===== src/rtl/aes_stream_packer_pkg.sv =====
// Shared constants and types for the MAC-to-AES stream packer slice.
package aes_stream_packer_pkg;

  // Datapath widths
  localparam int MAC_STREAM_WIDTH    = 32;
  localparam int AES_DATA_WIDTH      = 128;
  localparam int WORD_COUNTER_SIZE   = 8;
  localparam int AES_WORDS_PER_BLOCK = AES_DATA_WIDTH / MAC_STREAM_WIDTH;
  localparam int MAC_EMPTY_WIDTH     = 2;
  localparam int AES_EMPTY_WIDTH     = 4;

  // Peripheral register map
  localparam logic [31:0] PERIPHERAL_ADDR  = 32'h0000_1000;
  localparam logic [31:0] MSG_WORD_CNT     = 32'h0000_0000;
  localparam logic [31:0] ADDER_WORD_CNT   = 32'h0000_0004;
  localparam logic [31:0] REMOVER_WORD_CNT = 32'h0000_0008;

  // One packed AES block plus its packet framing
  typedef struct packed {
    logic [AES_DATA_WIDTH-1:0]  data;
    logic                       sop;
    logic                       eop;
    logic [AES_EMPTY_WIDTH-1:0] empty;
  } aes_block_t;

endpackage


===== src/rtl/aes_stream_packer_if.sv =====
// Stream-in, block-out and Avalon-MM signals of the stream packer.
interface aes_stream_packer_if;
  import aes_stream_packer_pkg::*;

  logic [MAC_STREAM_WIDTH-1:0] in_data;
  logic                        in_valid;
  logic                        in_ready;
  logic                        in_sop;
  logic                        in_eop;
  logic [MAC_EMPTY_WIDTH-1:0]  in_empty;

  logic [AES_DATA_WIDTH-1:0]   out_data;
  logic                        out_valid;
  logic                        out_ready;
  logic                        out_sop;
  logic                        out_eop;
  logic [AES_EMPTY_WIDTH-1:0]  out_empty;

  logic [31:0]                 avs_address;
  logic                        avs_read;
  logic                        avs_write;
  logic [31:0]                 avs_writedata;
  logic [31:0]                 avs_readdata;
  logic                        avs_readdatavalid;

  // Packer side
  modport slave (
    input  in_data, in_valid, in_sop, in_eop, in_empty, out_ready,
           avs_address, avs_read, avs_write, avs_writedata,
    output in_ready, out_data, out_valid, out_sop, out_eop, out_empty,
           avs_readdata, avs_readdatavalid
  );

  // Source/sink/host side
  modport master (
    output in_data, in_valid, in_sop, in_eop, in_empty, out_ready,
           avs_address, avs_read, avs_write, avs_writedata,
    input  in_ready, out_data, out_valid, out_sop, out_eop, out_empty,
           avs_readdata, avs_readdatavalid
  );

endinterface


===== src/rtl/aes_stream_packer_word_counter.sv =====
// Accepted-word counter with sticky protocol-error flag and MM read/clear.
// Generic enough to back the adder/remover word counters as well.
module aes_word_counter
  import aes_stream_packer_pkg::*;
#(
  parameter int          CNT_WIDTH = WORD_COUNTER_SIZE,
  parameter logic [31:0] CNT_ADDR  = PERIPHERAL_ADDR + MSG_WORD_CNT
) (
  input  logic        clk,
  input  logic        rst_n,
  input  logic        inc,
  input  logic        err_set,
  input  logic [31:0] avs_address,
  input  logic        avs_read,
  input  logic        avs_write,
  output logic [31:0] avs_readdata,
  output logic        avs_readdatavalid
);

  logic                 clear, hit_rd, err_q, err_d;
  logic [CNT_WIDTH-1:0] cnt_q, cnt_d;

  assign clear  = avs_write && (avs_address == CNT_ADDR);
  assign hit_rd = avs_read  && (avs_address == CNT_ADDR);

  // Next counter/error state; a clear beats a same-cycle increment or error
  always_comb begin
    cnt_d = cnt_q + CNT_WIDTH'(inc);
    err_d = err_q || err_set;
    if (clear) begin
      cnt_d = '0;
      err_d = 1'b0;
    end
  end

  // State registers and one-cycle read response (returns end-of-cycle value)
  always_ff @(posedge clk or negedge rst_n) begin
    if (!rst_n) begin
      cnt_q             <= '0;
      err_q             <= 1'b0;
      avs_readdata      <= '0;
      avs_readdatavalid <= 1'b0;
    end else begin
      cnt_q             <= cnt_d;
      err_q             <= err_d;
      avs_readdatavalid <= avs_read;
      avs_readdata      <= hit_rd ? 32'({err_d, cnt_d}) : '0;
    end
  end

endmodule


===== src/rtl/aes_stream_packer.sv =====
// Packs 32-bit MAC stream words four to a 128-bit AES block (first word in
// the top lane), zero-padding short final blocks and carrying SOP/EOP/empty.
module aes_stream_packer
  import aes_stream_packer_pkg::*;
#(
  parameter int          IN_WIDTH  = MAC_STREAM_WIDTH,
  parameter int          OUT_WIDTH = AES_DATA_WIDTH,
  parameter int          CNT_WIDTH = WORD_COUNTER_SIZE,
  parameter logic [31:0] CNT_ADDR  = PERIPHERAL_ADDR + MSG_WORD_CNT
) (
  input logic           clk,
  input logic           rst_n,
  aes_stream_packer_if.slave bus
);

  localparam int NUM_LANES = OUT_WIDTH / IN_WIDTH;
  localparam int IDX_W     = $clog2(NUM_LANES);
  localparam logic [IDX_W-1:0] LAST = IDX_W'(NUM_LANES - 1);

  logic [IDX_W-1:0]           idx;
  logic [IN_WIDTH-1:0]        lane_q [NUM_LANES];
  logic [IN_WIDTH-1:0]        lane_d [NUM_LANES];
  logic                       out_valid_q, sop_q, eop_q;
  logic [AES_EMPTY_WIDTH-1:0] empty_q, empty_close;
  logic                       in_ready, acc, close, err_set;
  aes_block_t                 out_blk;
  logic                       unused_wdata;

  // Ready whenever the output slot is free or draining this cycle
  assign in_ready = !out_valid_q || bus.out_ready;
  assign acc      = bus.in_valid && in_ready;
  assign close    = acc && (bus.in_eop || idx == LAST);
  assign err_set  = acc && bus.in_sop && (idx != '0);

  // Empty bytes = unfilled lanes plus the EOP word's own empty bytes
  assign empty_close = AES_EMPTY_WIDTH'((NUM_LANES - 1 - int'(idx)) * (IN_WIDTH / 8))
                     + (bus.in_eop ? AES_EMPTY_WIDTH'(bus.in_empty) : '0);

  // Per-lane next value: load on its own index, zero on a block's first word
  for (genvar n = 0; n < NUM_LANES; n++) begin : g_lane
    assign lane_d[n] = (acc && idx == IDX_W'(n)) ? bus.in_data :
                       (acc && idx == '0)        ? '0          : lane_q[n];
  end

  // Lane storage; the block is built in place since no word is accepted
  // while a finished block is waiting
  always_ff @(posedge clk or negedge rst_n) begin
    if (!rst_n) begin
      for (int n = 0; n < NUM_LANES; n++) lane_q[n] <= '0;
    end else begin
      for (int n = 0; n < NUM_LANES; n++) lane_q[n] <= lane_d[n];
    end
  end

  // Lane index, block framing and output-valid tracking
  always_ff @(posedge clk or negedge rst_n) begin
    if (!rst_n) begin
      idx         <= '0;
      out_valid_q <= 1'b0;
      sop_q       <= 1'b0;
      eop_q       <= 1'b0;
      empty_q     <= '0;
    end else begin
      if (bus.out_ready) out_valid_q <= 1'b0;
      if (acc) begin
        if (idx == '0) begin
          sop_q   <= bus.in_sop;
          eop_q   <= 1'b0;
          empty_q <= '0;
        end
        if (close) begin
          out_valid_q <= 1'b1;
          idx         <= '0;
          eop_q       <= bus.in_eop;
          empty_q     <= empty_close;
        end else begin
          idx <= idx + 1'b1;
        end
      end
    end
  end

  // Assemble the outgoing block, word 0 in the most significant lane
  always_comb begin
    out_blk = '0;
    for (int n = 0; n < NUM_LANES; n++)
      out_blk.data[OUT_WIDTH-1-n*IN_WIDTH -: IN_WIDTH] = lane_q[n];
    out_blk.sop   = sop_q;
    out_blk.eop   = eop_q;
    out_blk.empty = empty_q;
  end

  assign bus.in_ready  = in_ready;
  assign bus.out_valid = out_valid_q;
  assign bus.out_data  = out_blk.data;
  assign bus.out_sop   = out_blk.sop;
  assign bus.out_eop   = out_blk.eop;
  assign bus.out_empty = out_blk.empty;

  // Write data is irrelevant: any write to the counter address clears it
  assign unused_wdata = ^bus.avs_writedata;

  aes_word_counter #(
    .CNT_WIDTH (CNT_WIDTH),
    .CNT_ADDR  (CNT_ADDR)
  ) u_cnt (
    .clk               (clk),
    .rst_n             (rst_n),
    .inc               (acc),
    .err_set           (err_set),
    .avs_address       (bus.avs_address),
    .avs_read          (bus.avs_read),
    .avs_write         (bus.avs_write),
    .avs_readdata      (bus.avs_readdata),
    .avs_readdatavalid (bus.avs_readdatavalid)
  );

endmodule


===== src/flat_wrapper.sv =====
// flat-port wrapper written by rule: the top's interface ports become plain ports
module aes_stream_packer_flat import aes_stream_packer_pkg::*;
#(
  parameter int          IN_WIDTH  = MAC_STREAM_WIDTH,
  parameter int          OUT_WIDTH = AES_DATA_WIDTH,
  parameter int          CNT_WIDTH = WORD_COUNTER_SIZE,
  parameter logic [31:0] CNT_ADDR  = PERIPHERAL_ADDR + MSG_WORD_CNT
)
  (clk, rst_n, bus_in_data, bus_in_valid, bus_in_sop, bus_in_eop, bus_in_empty, bus_out_ready, bus_avs_address, bus_avs_read, bus_avs_write, bus_avs_writedata, bus_in_ready, bus_out_data, bus_out_valid, bus_out_sop, bus_out_eop, bus_out_empty, bus_avs_readdata, bus_avs_readdatavalid);
  aes_stream_packer_if bus_i ();
  input logic clk;
  input logic rst_n;
  input wire logic [$bits(bus_i.in_data)-1:0] bus_in_data;
  input wire logic [$bits(bus_i.in_valid)-1:0] bus_in_valid;
  input wire logic [$bits(bus_i.in_sop)-1:0] bus_in_sop;
  input wire logic [$bits(bus_i.in_eop)-1:0] bus_in_eop;
  input wire logic [$bits(bus_i.in_empty)-1:0] bus_in_empty;
  input wire logic [$bits(bus_i.out_ready)-1:0] bus_out_ready;
  input wire logic [$bits(bus_i.avs_address)-1:0] bus_avs_address;
  input wire logic [$bits(bus_i.avs_read)-1:0] bus_avs_read;
  input wire logic [$bits(bus_i.avs_write)-1:0] bus_avs_write;
  input wire logic [$bits(bus_i.avs_writedata)-1:0] bus_avs_writedata;
  output wire logic [$bits(bus_i.in_ready)-1:0] bus_in_ready;
  output wire logic [$bits(bus_i.out_data)-1:0] bus_out_data;
  output wire logic [$bits(bus_i.out_valid)-1:0] bus_out_valid;
  output wire logic [$bits(bus_i.out_sop)-1:0] bus_out_sop;
  output wire logic [$bits(bus_i.out_eop)-1:0] bus_out_eop;
  output wire logic [$bits(bus_i.out_empty)-1:0] bus_out_empty;
  output wire logic [$bits(bus_i.avs_readdata)-1:0] bus_avs_readdata;
  output wire logic [$bits(bus_i.avs_readdatavalid)-1:0] bus_avs_readdatavalid;
  assign bus_i.in_data = bus_in_data;
  assign bus_i.in_valid = bus_in_valid;
  assign bus_i.in_sop = bus_in_sop;
  assign bus_i.in_eop = bus_in_eop;
  assign bus_i.in_empty = bus_in_empty;
  assign bus_i.out_ready = bus_out_ready;
  assign bus_i.avs_address = bus_avs_address;
  assign bus_i.avs_read = bus_avs_read;
  assign bus_i.avs_write = bus_avs_write;
  assign bus_i.avs_writedata = bus_avs_writedata;
  assign bus_in_ready = bus_i.in_ready;
  assign bus_out_data = bus_i.out_data;
  assign bus_out_valid = bus_i.out_valid;
  assign bus_out_sop = bus_i.out_sop;
  assign bus_out_eop = bus_i.out_eop;
  assign bus_out_empty = bus_i.out_empty;
  assign bus_avs_readdata = bus_i.avs_readdata;
  assign bus_avs_readdatavalid = bus_i.avs_readdatavalid;
  aes_stream_packer #(.IN_WIDTH(IN_WIDTH), .OUT_WIDTH(OUT_WIDTH), .CNT_WIDTH(CNT_WIDTH), .CNT_ADDR(CNT_ADDR)) u_core (.clk(clk), .rst_n(rst_n), .bus(bus_i));
endmodule

===== config.mk =====
export PLATFORM = sky130hd
export DESIGN_NAME = aes_stream_packer_flat
export DESIGN_NICKNAME = d
export VERILOG_FILES = /design/src/rtl/aes_stream_packer_pkg.sv /design/src/rtl/aes_stream_packer_if.sv /design/src/rtl/aes_stream_packer_word_counter.sv /design/src/rtl/aes_stream_packer.sv /design/src/flat_wrapper.sv
export SDC_FILE = /design/constraint.sdc
export NUM_CORES = 1
export LEC_CHECK = 0
export CAP_MARGIN = 20
export CORE_MARGIN = 2
export CORE_UTILIZATION = 45
export CTS_CLUSTER_DIAMETER = 80
export DETAILED_ROUTE_END_ITERATION = 10
export PLACE_DENSITY = 0.84
export SLEW_MARGIN = 10
export SYNTH_ARGS = -nofsm -noshare
export SYNTH_HDL_FRONTEND = slang
export SYNTH_SLANG_ARGS = --single-unit

===== constraint.sdc =====
create_clock -name clk -period 3.6 [get_ports clk]
set_input_delay 0.36 -clock clk [delete_from_list [all_inputs] [get_ports clk]]
set_output_delay 0.36 -clock clk [all_outputs]
set_load 0.02 [all_outputs]

==> out/metrics.yaml <==
critPathKind: "reg2reg"
syn_inst: 418
final-hold-violation-count: 0
startpoint: "u_core.idx[0]"
cp.arrival_ps: 2700
ff2ff_path_depth: 7
synth_cell_type_count: 32
final_net_count: 745
hold_path.class: "in2async"
clk_latency_ps: 420
vias_per_cell: 5.35
n_antenna_cell: 0
fin_util_pct: 67.7
drive_gt1_share_pct: 13.4
gp_congestion: 0.821
period_share_pct: 66.6
ctsHtreeMaxLevel: 4
path_max_fanout: 32
synth_top_area_share_pct: 65.1
skew_ps: 4.23
max_stage_delay_ps: 510
drv_slew: 0
antenna_found_initial: 0
wl_per_cell_um: 19.5
drt_iter0_drc: 342
synth_most_common_cell: "dfrtp_1"
r2r-start: "u_core.idx[0]"
power_leakage_nw: 3.96
synthFlopType: "dfrtp_1"
crit_chain: "inv_1, ha_1, and3_2, buf_4, nor2_2, buf_4, a22o_1"
relSlewSlack_pct: 37.8
synth_area_um2: 5990
ys_top_cells_by_count: "dfrtp_1 (156), a22o_1 (97), buf_4 (33), mux2_2 (33), nor2_1 (16)"
root_buffer: "clkbuf_16"
core_area_um2: 13100
ctsResizeCount: 0
grt_pass1_vias: 4595
setup_slack_ps: 1200
cts_setup_buffers: 0
rsz0062_at_grt: "false"
synth_area_leader_cell: "dfrtp_1"
start_util_pct: 45.6
die_h_um: 119
start_kind: "register"
fin_cells: 823
worst-endpoint-required_ps: 3910
port_buffers: 219
io_pins: 275
routed_wirelength_mm: 16.0
drv_cap: 0
dieWidth_um: 119
vias: 4399
pwr_density_cell_nw_per_um2: 735
rows: 42
synth_edf_count: 0
grt_pass1_wl_mm: 25.3
grt_max_degree: 100
cts.clk_slew.worst_paths_ps: 60
synth.avg_cell_area_um2: 14.3
first_pass_iters: 5
route.detailed.drc: 0
grt_remaining_overflow: 0
drt.antenna.violating_nets: 0
synth_seq_cells: 156
dpl.cell_count: 791
numCtsBuffers: 17
grt_use_total_pct: 23.2
tightestPinTransition_ps: 931
clock_path_buffers: 2
setup-tns-final_ps: 0
crit_slowest_cell: "and3_2"
min_period_ps: 2400
syn2layout_area_growth_pct: 48.3
end_kind: "register"
status: "completed"
synth_area_leaders: "dfrtp_1 (65%), a22o_1 (14%), mux2_2 (6.2%)"
yosysSeqAreaShare_pct: 65.1
crit_buf_inv: 3
fmax_mhz: 417
critical_path.most_common_cell: "buf_4"
cts_hold_buffers: 0
total_power_mw: 6.54
clock_sinks: 156
tritoncts: "built"
crit_family: "buffers and inverters"
setup_violations: 0
ir_drop_mv: 0.353
ys_warn_count: 0
rrSetupSlack_ps: 1200
async_reset_ff_share_pct: 100
dieArea_um2: 14300
dpl.hpwl_mm: 10.7
pre_cts_ws_ps: 795
reg2reg_to: "u_core.bus.out_data[94]"
-- stage by stage --
step / hold slack [ps] / cell area [um2]
after floorplan: 64.4 / 6080
after global placement: 467 / 8230
after detailed placement: 482 / 8230
after CTS: 62.4 / 8890
after global routing: 104 / 8890
final: 6.62 / 8890
-- cell type report --
type / count / area [um2]
Clock inverter: 13 / 210
Tap cell: 176 / 220
Timing Repair Buffer: 226 / 2260
Multi-Input combinational cell: 227 / 1820
Inverter: 6 / 22.5
Sequential cell: 156 / 3900
Fill cell: 942 / 4250
Clock buffer: 19 / 453
-- registers in the layout, indices dropped and copies added (netlist names) --
signal,cells
u_core.bus.out_valid,1
u_core.bus.out_empty,4
u_core.bus.out_eop,1
u_core.u_cnt.err_q,1
u_core.bus.out_sop,1
u_core.bus.out_data,128
u_core.u_cnt.avs_readdata,9
u_core.u_cnt.avs_readdatavalid,1
u_core.idx,2
u_core.u_cnt.cnt_q,8
-- worst max-delay path by stage --
stage                                to  slack (ps)  cells past startpoint
6_report        u_core.bus.out_data[94]        1200                      7
5_1_grt         u_core.bus.out_data[94]        1030                      7
4_1_cts         u_core.bus.out_data[94]        1220                      7
3_5_place_dp    u_core.bus.out_data[94]         790                      7
3_3_place_gp    u_core.bus.out_data[85]         850                      7
2_1_floorplan  u_core.bus.out_data[100]        1830                      6
-- logic make-up after synthesis --
logic type | count (synthesis) | share of synthesized area (%)
compound gates | 107 | 15.4
other cells | 1 | 0.0626
flops | 156 | 65.1
mux | 33 | 6.20
buf+inv | 57 | 5.89
simple gates | 52 | 5.30
xor+xnor | 7 | 1.02
fa+ha+maj | 5 | 1.04
-- power by group --
part	leakage (nW)	switching, mW	internal (mW)
clock	0.320	0.718	1.27
sequential	2.04	0.258	2.17
combinational	1.60	1.08	1.05
-- per-layer routing --
layer | track usage (%) | wire length (um) | up-vias
li1 | - | - | 1928
met1 | 29.8 | 6460 | 2245
met2 | 37.0 | 8140 | 195
met3 | 6.56 | 1050 | 31
met4 | 9.93 | 381 | 0
met5 | 0 | 0 | -
-- worst register-to-register path: stages, from the launching register on --
cell and delay [ps]:
dfrtp_1 430, inv_1 140, ha_1 210, and3_2 510, buf_4 410, nor2_2 80
buf_4 260, a22o_1 250
-- layout by cell type, fill, tap and decap left out, types with 4 or more instances in the layout --
master and count:
nand3_1 4, nor4_2 4, bufinv_16 5, inv_1 6, clkdlybuf4s50_1 218, buf_4 6, nor2_2 5, o21ai_0 4
a22o_1 97, conb_1 23, ha_1 5, mux2_2 33, xor2_1 5, nand4_1 5, nor2_1 16, dfrtp_1 156
clkbuf_16 17
No activity file was read; power rests on OpenSTA's default activity.
